### config.mk
export PLATFORM = sky130hd
export DESIGN_NAME = spi_display_capture
export DESIGN_NICKNAME = d
export VERILOG_FILES = /design/src/rtl/spi_display_capture.sv
export SDC_FILE = /design/constraint.sdc
export NUM_CORES = 1
export LEC_CHECK = 0
export BUFFER_PORTS_ARGS = -buffer_cell sky130_fd_sc_hd__clkbuf_2
export CAP_MARGIN = 10
export CORE_ASPECT_RATIO = 0.5
export CORE_MARGIN = 2
export CORE_UTILIZATION = 63
export CTS_CLUSTER_SIZE = 12
export DETAILED_ROUTE_END_ITERATION = 6
export PLACE_DENSITY_LB_ADDON = 0.25
export SLEW_MARGIN = 10
export SYNTH_ARGS = -nofsm -noshare
export SYNTH_HDL_FRONTEND = slang
export SYNTH_SLANG_ARGS = --single-unit
### constraint.sdc
create_clock -name clk -period 3.62 [get_ports clk]
set_input_delay 0.543 -clock clk [delete_from_list [all_inputs] [get_ports clk]]
set_output_delay 0.543 -clock clk [all_outputs]
set_load 0.005 [all_outputs]
### src/rtl/spi_display_capture.sv
// rtl/spi_display_capture.sv - SPI mode-0 slave that captures 32-bit frames into an 8-digit display register
//
// Purpose: receives 32-bit frames MSB first from an external SPI master and
// commits only complete frames to the display register. The displayed frame
// is echoed on miso during the next transfer.
//
// Ports:
//   clk          system clock, all logic on its rising edge
//   rst          synchronous reset, active-high
//   sclk         SPI serial clock (asynchronous, idles low)
//   cs_n         SPI chip select, active-low (asynchronous)
//   mosi         SPI data in, MSB first (asynchronous)
//   miso         SPI data out, MSB first; 0 while no transfer is active
//   A..H         display register nibbles, A = bits [31:28] ... H = bits [3:0]
//   frame_valid  one-clk pulse when a 32-bit frame is committed
//   frame_err    one-clk pulse when a frame of any other length is rejected

module spi_display_capture #(
  parameter int          SYNC_STAGES = 2,
  parameter logic [31:0] RESET_VALUE = 32'h0000_0000
) (
  input  logic       clk,
  input  logic       rst,
  input  logic       sclk,
  input  logic       cs_n,
  input  logic       mosi,
  output logic       miso,
  output logic [3:0] A,
  output logic [3:0] B,
  output logic [3:0] C,
  output logic [3:0] D,
  output logic [3:0] E,
  output logic [3:0] F,
  output logic [3:0] G,
  output logic [3:0] H,
  output logic       frame_valid,
  output logic       frame_err
);

  typedef enum logic {ST_IDLE, ST_SHIFT} state_t;

  state_t r_state;
  state_t w_state_nxt;

  logic [SYNC_STAGES-1:0] r_sclk_sync;
  logic [SYNC_STAGES-1:0] r_cs_sync;
  logic [SYNC_STAGES-1:0] r_mosi_sync;
  // Fills with ones after reset; once full, the last sync stage reflects the
  // real pin rather than the reset idle level.
  logic [SYNC_STAGES-1:0] r_warm;
  logic                   r_cs_armed;
  logic                   r_sclk_d;
  logic                   r_cs_d;

  logic [31:0] r_shift;
  logic [31:0] r_miso_sh;
  logic [31:0] r_display;
  logic [5:0]  r_bit_cnt;
  logic        r_frame_valid;
  logic        r_frame_err;

  logic w_sclk_s;
  logic w_cs_s;
  logic w_mosi_s;
  logic w_sclk_rise;
  logic w_sclk_fall;
  logic w_cs_rise;
  logic w_cs_fall;
  logic w_start;

  assign w_sclk_s    = r_sclk_sync[SYNC_STAGES-1];
  assign w_cs_s      = r_cs_sync[SYNC_STAGES-1];
  assign w_mosi_s    = r_mosi_sync[SYNC_STAGES-1];
  assign w_sclk_rise = w_sclk_s & ~r_sclk_d;
  assign w_sclk_fall = ~w_sclk_s & r_sclk_d;
  assign w_cs_rise   = w_cs_s & ~r_cs_d;
  assign w_cs_fall   = ~w_cs_s & r_cs_d;

  always_ff @(posedge clk) begin
    if (rst) begin
      r_sclk_sync <= '0;
      r_cs_sync   <= '1;
      r_mosi_sync <= '0;
      r_warm      <= '0;
      r_cs_armed  <= 1'b0;
      r_sclk_d    <= 1'b0;
      r_cs_d      <= 1'b1;
    end else begin
      r_sclk_sync <= {r_sclk_sync[SYNC_STAGES-2:0], sclk};
      r_cs_sync   <= {r_cs_sync[SYNC_STAGES-2:0], cs_n};
      r_mosi_sync <= {r_mosi_sync[SYNC_STAGES-2:0], mosi};
      r_warm      <= {r_warm[SYNC_STAGES-2:0], 1'b1};
      r_sclk_d    <= w_sclk_s;
      r_cs_d      <= w_cs_s;
      // A chip select held low through reset must be seen high before any
      // frame may start.
      if (r_warm[SYNC_STAGES-1] && w_cs_s) begin
        r_cs_armed <= 1'b1;
      end
    end
  end

  always_ff @(posedge clk) begin
    if (rst) begin
      r_state <= ST_IDLE;
    end else begin
      r_state <= w_state_nxt;
    end
  end

  always_comb begin
    w_state_nxt = r_state;
    w_start     = 1'b0;
    case (r_state)
      ST_IDLE: begin
        if (w_cs_fall && r_cs_armed) begin
          w_state_nxt = ST_SHIFT;
          w_start     = 1'b1;
        end
      end
      ST_SHIFT: begin
        if (w_cs_rise) begin
          w_state_nxt = ST_IDLE;
        end
      end
      default: w_state_nxt = ST_IDLE;
    endcase
  end

  always_ff @(posedge clk) begin
    if (rst) begin
      r_shift       <= '0;
      r_miso_sh     <= '0;
      r_display     <= RESET_VALUE;
      r_bit_cnt     <= '0;
      r_frame_valid <= 1'b0;
      r_frame_err   <= 1'b0;
    end else begin
      r_frame_valid <= 1'b0;
      r_frame_err   <= 1'b0;
      if (w_start) begin
        r_bit_cnt <= '0;
        r_shift   <= '0;
        r_miso_sh <= r_display;
      end else if (r_state == ST_SHIFT) begin
        // Frame end takes priority; an sclk edge in the same cycle is dropped.
        if (w_cs_rise) begin
          if (r_bit_cnt == 6'd32) begin
            r_display     <= r_shift;
            r_frame_valid <= 1'b1;
          end else begin
            r_frame_err <= 1'b1;
          end
        end else if (w_sclk_rise) begin
          r_shift <= {r_shift[30:0], w_mosi_s};
          if (r_bit_cnt != 6'd33) begin
            r_bit_cnt <= r_bit_cnt + 6'd1;
          end
        end else if (w_sclk_fall) begin
          r_miso_sh <= {r_miso_sh[30:0], 1'b0};
        end
      end
    end
  end

  assign miso        = (r_state == ST_SHIFT) ? r_miso_sh[31] : 1'b0;
  assign frame_valid = r_frame_valid;
  assign frame_err   = r_frame_err;
  assign A = r_display[31:28];
  assign B = r_display[27:24];
  assign C = r_display[23:20];
  assign D = r_display[19:16];
  assign E = r_display[15:12];
  assign F = r_display[11:8];
  assign G = r_display[7:4];
  assign H = r_display[3:0];

endmodule

==> summary.md, run 1 <==
| Metric | Value |
|---|---|
| Avg Vias per Cell | 5.541 |
| Clock Skew | about 5 ps |
| Synthesis Warnings | 0 |
| Cell count after synthesis | 505 |
| GPL Wtd Cong | 0.8021 |
| Via count | 3535 |
| Area delta synth->final | 16.67% |
| Min-Delay Startpoint | cs_n |
| Worst-path maximum fanout | 34 |
| Initial antenna violation count | 0 |
| # IOs | 40 |
| CP max stage cell | nand3_2 |
| CTS root buffer | clkbuf_16 |
| Fin crit period | between 2000 and 2500 ps |
| Synth cell types | 36 |
| GRT Resource Usage Total | 0.2670 |
| Hold Crit Class | input pin to flop |
| Static leakage | 0.001903 uW |
| Most used cell, CP | buf_4 |
| Fin worst setup slack | 1195 ps |
| Peak supply drop | between 0.0003 and 0.0004 V |
| Crit path DAT | ~2700 ps |
| CP top delay family | simple AND/OR/NAND/NOR gates |
| Post_cts resized | 0 |
| Kind of start point of the critical path | flop |
| Worst path bufs/invs | 2 |
| Total wire length | ~9600 um |
| Post-route ant nets | 0 |
| Overall die width | around 120 um |
| DP HPWL | 5750 um |
| Syn nets | 513 |
| Top post-synthesis cells by count | nand2_1 (133), dfxtp_1 (116), a21oi_1 (58) |
| Post-synth EDFFs | 0 |
| Core ar. | 0.006779 mm^2 |
| Post-CTS setup buffer count | 0 |
| Measured slew at the worst slew-check pin | 1058 ps |
| CTS Hold Bufs | 0 |
| Depth of the CTS H-tree | 4 |
| Final Core Density | 0.7700 |
| Worst reg2reg path startpoint | r_state |
| Slew headroom | 0.2949 |
| # rows | 21 |
| Outcome | complete, no violations |
| CTS tree | built |
| Share of layout cells above drive strength 1 | 0.1722 |
| Setup violators final | 0 |
| CTS Buffer Depth | 2 |
| Place WS | about 1300 ps |
| Flops & latches, synth | 116 |
| Top cells by area, synth | dfxtp_1 (52%), nand2_1 (11%), mux2i_1 (6.9%) |
| Cell taking the most area after synthesis | dfxtp_1 |
| Hold Path Depth | 2 |
| Clk_lat worst skew | 400 ps |
| PortBufs | 39 |
| Mean Syn Cell Area | a little under 9 um^2 |
| Grt peak-use layer | met2 |
| CP Data Required Time | 3850 ps |
| DRT iter0 DRCs | 268 |
| Die height | 63.59 um |
| Slew Limit Fails | 0 |
| Number of CTS-inserted buffers | 17 |
| Synth top area share | 0.5190 |
| Async S/R FF share, synth | 0 |
| Critical path's largest stage delay | 580 ps |
| Max-Cap Viols | 0 |
| Register-to-register setup slack | 1200 ps |
| Global route overflow | 0 |
| Clock-pin slew on the worst setup and hold paths | ~50 ps |
| Number of nets in the layout | 543 |
| Hold Path End | r_cs_sync[0] |
| FF-to-FF path depth | 6 |
| RSZ-0062 raised after global routing | false |
| Mapped cell area | 0.004474 mm^2 |
| Top_reg_cell synth | dfxtp_1 |
| Wire length per cell | between 10 and 15 um |
| Hold Violations, Final | 0 |
| RR Endpoint | r_miso_sh[20] |
| Sink Count | 116 |
| Final TNS setup | 0 ps |
| Pwr dens | around 560 mW/mm^2 |
| F_max | between 400 and 500 MHz |
| Final worst-path cycle share | 0.6698 |
| Crit path capture type | flop |
| Antenna diodes | 0 |
| Post-route DRC | 0 |
| GRT met2 Usage | 0.4272 |
| GRT met3 Usage | 0.07880 |
| Initial core utilization | 0.6600 |
| First-pass GRT wire length | ~16000 um |
| Cell with the most instances after synthesis | nand2_1 |
| Critical-path cell list | nand4bb_1, buf_4, nand3_2, buf_4, nor2_1, a211oi_1 |
| Die area | about 0.008 mm^2 |
| Crit path kind | flop to flop |
| First-pass DRT Iterations | 4 |
| Seq/Total Area, Yosys | 0.5190 |
| Largest net degree at the start of global routing | 76 |
| Vias in the first global route | about 3400 |
| Hold slack | between 300 and 400 ps |
| Grt met1 use | 0.3468 |
sequential cells by signal (all words and copies together), names as in the netlist:
signal,count
frame_err,1
frame_valid,1
r_bit_cnt,6
r_cs_armed,1
r_cs_d,1
r_cs_sync,2
r_display,32
r_miso_sh,32
r_mosi_sync,2
r_sclk_d,1
r_sclk_sync,2
r_shift,32
r_state,1
r_warm,2
cell families after synthesis:
| logic type | after synthesis | synth area share |
|---|---|---|
| AND/OR/NAND/NOR | 207 | 0.2047 |
| buffers and inverters | 40 | 0.04726 |
| XOR/XNOR | 3 | 0.005874 |
| AO/OA/AOI/OAI | 105 | 0.1454 |
| flip-flops | 116 | 0.5190 |
| adder cells (fa/ha/maj) | 3 | 0.008390 |
| multiplexers | 31 | 0.06935 |
metrics by stage:
step                      total power [uW]  area (um^2)  cells
after floorplan                       1372         4474    505
after global placement                1383         4652    608
after detailed placement              1385         4652    608
after CTS                             2924         5220    638
after global routing                  2999         5220    638
final                                 2907         5220    638
layout make-up:
| cell class | instances | area [um^2] |
|---|---|---|
| flip-flops and latches | 116 | 2322 |
| inverters | 3 | 11.26 |
| clock inverters | 3 | 15.01 |
| clock buffers | 27 | 553.0 |
| repair buffers | 48 | 262.8 |
| fillers | 479 | 1559 |
| well taps | 92 | 115.1 |
| multi-input cells | 349 | 1941 |
routing by layer:
layer,part of all wire,up-vias
li1,-,1775
met4,0.0040,0
met2,0.47,90
met5,0,-
met3,0.049,5
met1,0.47,1665
power breakdown:
part	switching, uW	internal [uW]	leakage [uW]	total, uW
clock network	519	1030	0.000287	1540
logic	40.6	19.7	0.000679	60.3
registers	8.37	1290	0.000937	1300
total	568	2340	0.00190	2910
cells in the final DEF (no fill, tap or decap), drive strengths merged, types with 3 or more instances in the layout:
master	synthesis	final
nor2b	9	9
mux2i	31	31
a211oi	32	32
or2	3	3
nand2	134	134
clkbuf	17	66
ha	3	3
inv	3	3
nor2	35	35
nand4	4	4
o21ai	3	3
a21oi	69	69
buf	20	9
clkinv	0	3
nand3	5	5
dfxtp	116	116
how the worst max path moves through the flow:
stage,from,end,cells past startpoint,slack [ps]
after floorplan,rst,r_display[11],3,2200
after global placement,r_state,r_miso_sh[26],6,1400
after detailed placement,r_state,r_miso_sh[20],6,1270
after CTS,r_state,r_miso_sh[20],6,1230
after global routing,r_state,r_miso_sh[20],5,990
final,r_state,r_miso_sh[20],6,1200
(Power assumes the default switching activity.)
==> run 2, diff against run 1 <==
CORE_UTILIZATION = 58   (was 63)
clock period = 2.55 ns   (was 3.62 ns; I/O delays follow)
==> run 2 against run 1 <==
  * Worst setup slack got worse by 660 ps
  * Count of clock-buffer cells in the layout decreased by 5
  * Design area up 2.6%
  * Clock skew grew 3.4 ps
  * Via count up 0.51%
  * Die area is 8.2% higher
  * Worst hold slack worse by 200 ps
  * Combinational power is 42% higher
  * Largest power group unchanged
==> summary.md, run 2 (synthesis results as in run 1) <==
| Metric | Value |
|---|---|
| Fin crit period | 2018 ps (was 2425 ps) |
| Slew headroom | 0.4344 (was 0.2949) |
| Vias in the first global route | 3223 (was 3410) |
| Clock-pin slew on the worst setup and hold paths | 50 ps (about the same) |
| Sink Count | 116 (unchanged) |
| Final worst-path cycle share | 0.7914 (was 0.6698) |
| Avg Vias per Cell | 5.500 (was 5.541) |
| CTS tree | built (unchanged) |
| First-pass GRT wire length | 15440 um (was 16040 um) |
| Top flop regs | r_display (32), r_miso_sh (32), r_shift (32) (unchanged) |
| Antenna diodes | 0 (unchanged) |
| Total wire length | 9336 um (was 9569 um) |
| Outcome | complete, no violations (unchanged) |
| CP Data Required Time | 2800 ps (was 3850 ps) |
| Initial antenna violation count | 0 (unchanged) |
| Crit path capture type | flop (unchanged) |
| Crit path kind | flop to flop (unchanged) |
| Area delta synth->final | 19.71% (was 16.67%) |
| Global route overflow | 0 (unchanged) |
| Crit path DAT | 2270 ps (was 2660 ps) |
| Worst-path maximum fanout | 36 (was 34) |
| Hold Path End | r_cs_sync[0] (unchanged) |
| Die height | 66.11 um (was 63.59 um) |
| Static leakage | 0.001966 uW (was 0.001903 uW) |
| Wire length per cell | 14.45 um (was 15.00 um) |
| # rows | 22 (was 21) |
| FF-to-FF path depth | 5 (was 6) |
| Kind of start point of the critical path | flop (unchanged) |
| Post-route DRC | 0 (unchanged) |
| Placed insts | 614 (was 608) |
| CTS Buffer Depth | 2 (unchanged) |
| Fin cells | 646 (was 638) |
| Depth of the CTS H-tree | 4 (unchanged) |
| Max-Cap Viols | 0 (unchanged) |
| RSZ-0062 raised after global routing | false (unchanged) |
| Hold Violations, Final | 0 (unchanged) |
| Register Area | 0.002322 mm^2 (unchanged) |
| CTS Hold Bufs | 0 (unchanged) |
| # IOs | 40 (unchanged) |
| RR Endpoint | r_miso_sh[20] (unchanged) |
| F_max | 495.5 MHz (was 412.4 MHz) |
| Final TNS setup | 0 ps (unchanged) |
| Min-Delay Startpoint | cs_n (unchanged) |
| Hold Path Depth | 2 (unchanged) |
| Slew Limit Fails | 0 (unchanged) |
| Hold Crit Class | input pin to flop (unchanged) |
| DRT iter0 DRCs | 254 (was 268) |
| Die area | 0.008475 mm^2 (was 0.007833 mm^2) |
| Via count | 3553 (was 3535) |
| Fillcell total | 548 (was 479) |
| Setup violators final | 0 (unchanged) |
| Share of layout cells above drive strength 1 | 0.1782 (was 0.1722) |
| Most frequent cells in the layout | nand2_1 (133), dfxtp_1 (116), a21oi_1 (58) (unchanged) |
| Area of the multi-input gates | 0.001941 mm^2 (unchanged) |
| Design area | 0.005356 mm^2 (was 0.005220 mm^2) |
| Total power | 4552 uW (was 2907 uW) |
| First-pass DRT Iterations | 4 (unchanged) |
| Post-route ant nets | 0 (unchanged) |
| GPL Wtd Cong | 0.7847 (was 0.8021) |
| Commonest non-fill, non-tap cell in the layout | nand2_1 (unchanged) |
| Post_cts resized | 0 (unchanged) |
| Worst reg2reg path startpoint | r_state (unchanged) |
| DP HPWL | 5629 um (was 5750 um) |
| Pwr dens | 849.8 mW/mm^2 (was 556.8 mW/mm^2) |
| Measured slew at the worst slew-check pin | 848.5 ps (was 1058 ps) |
| Number of nets in the layout | 545 (was 543) |
| Core ar. | 0.007405 mm^2 (was 0.006779 mm^2) |
| Hold slack | 156.5 ps (was 351.9 ps) |
| Largest net degree at the start of global routing | 76 (unchanged) |
| CTS root buffer | clkbuf_16 (unchanged) |
| Clk_lat worst skew | 410 ps (was 400 ps) |
| Placed cell areas | 0.004697 mm^2 (was 0.004652 mm^2) |
| GRT Resource Usage Total | 0.2386 (was 0.2670) |
| Peak supply drop | 0.0005347 V (was 0.0003684 V) |
| Register-to-register setup slack | 530 ps (was 1200 ps) |
| Clock Skew | 8.411 ps (was 4.974 ps) |
| PortBufs | 39 (unchanged) |
| Overall die width | 128.2 um (was 123.2 um) |
| Number of CTS-inserted buffers | 17 (unchanged) |
| Initial core utilization | 0.6043 (was 0.6600) |
| Post-CTS setup buffer count | 0 (unchanged) |
## run 2: cell types whose count changed in the layout (fill, tap and decap cells not counted)
| cell | delta |
|---|---|
| bufinv_16 | +5 |
| clkbuf_8 | -5 |
| buf_12 | +2 |
| clkinv_2 | +2 |
## run 2: through the flow
step,setup slack (ps),util
finish,531.9,0.7234
global route,330.0,0.7234
CTS,544.3,0.7234
detailed placement,580.8,0.6343
global placement,663.7,0.6343
floorplan,1140,-
## run 2: worst max-delay path by stage
| stage | startpoint | depth (start not counted) | slack (ps) | endpoint |
|---|---|---|---|---|
| finish | r_state | 5 | 530 | r_miso_sh[20] |
| global placement | r_state | 5 | 660 | r_miso_sh[21] |
| detailed placement | r_state | 4 | 580 | r_miso_sh[30] |
| floorplan | r_bit_cnt[2] | 5 | 1140 | r_display[10] |
| CTS | r_state | 5 | 540 | r_miso_sh[20] |
| global route | r_state | 5 | 330 | r_miso_sh[20] |
## run 2: final cells by class
type                            instances  share of cell area
Clock buffer                           22             0.09040
Clock inverter                         10             0.03270
Inverter                                3            0.002102
Multi-Input combinational cell        349              0.3623
Sequential cell                       116              0.4335
Tap cell                               96             0.02242
Timing Repair Buffer                   50             0.05653
## run 2: worst max-delay path, stage by stage, from the launching register on
cell	delay (ps)
dfxtp_1	540
nand4bb_1	280
nand3_2	450
buf_12	360
nor2_1	140
a211oi_1	70
## run 2: routing by layer
| metal | GRT usage | share of wire |
|---|---|---|
| met1 | 0.3089 | 0.49 |
| met2 | 0.3797 | 0.45 |
| met3 | 0.07120 | 0.044 |
| met4 | 0.09203 | 0.013 |
| met5 | 0 | 0 |
## run 2: where the power goes
group          leakage [uW]  internal (uW)  switching (uW)
Combinational      0.000699           28.5            57.2
Clock              0.000330           1830             793
Sequential         0.000937           1830            11.9
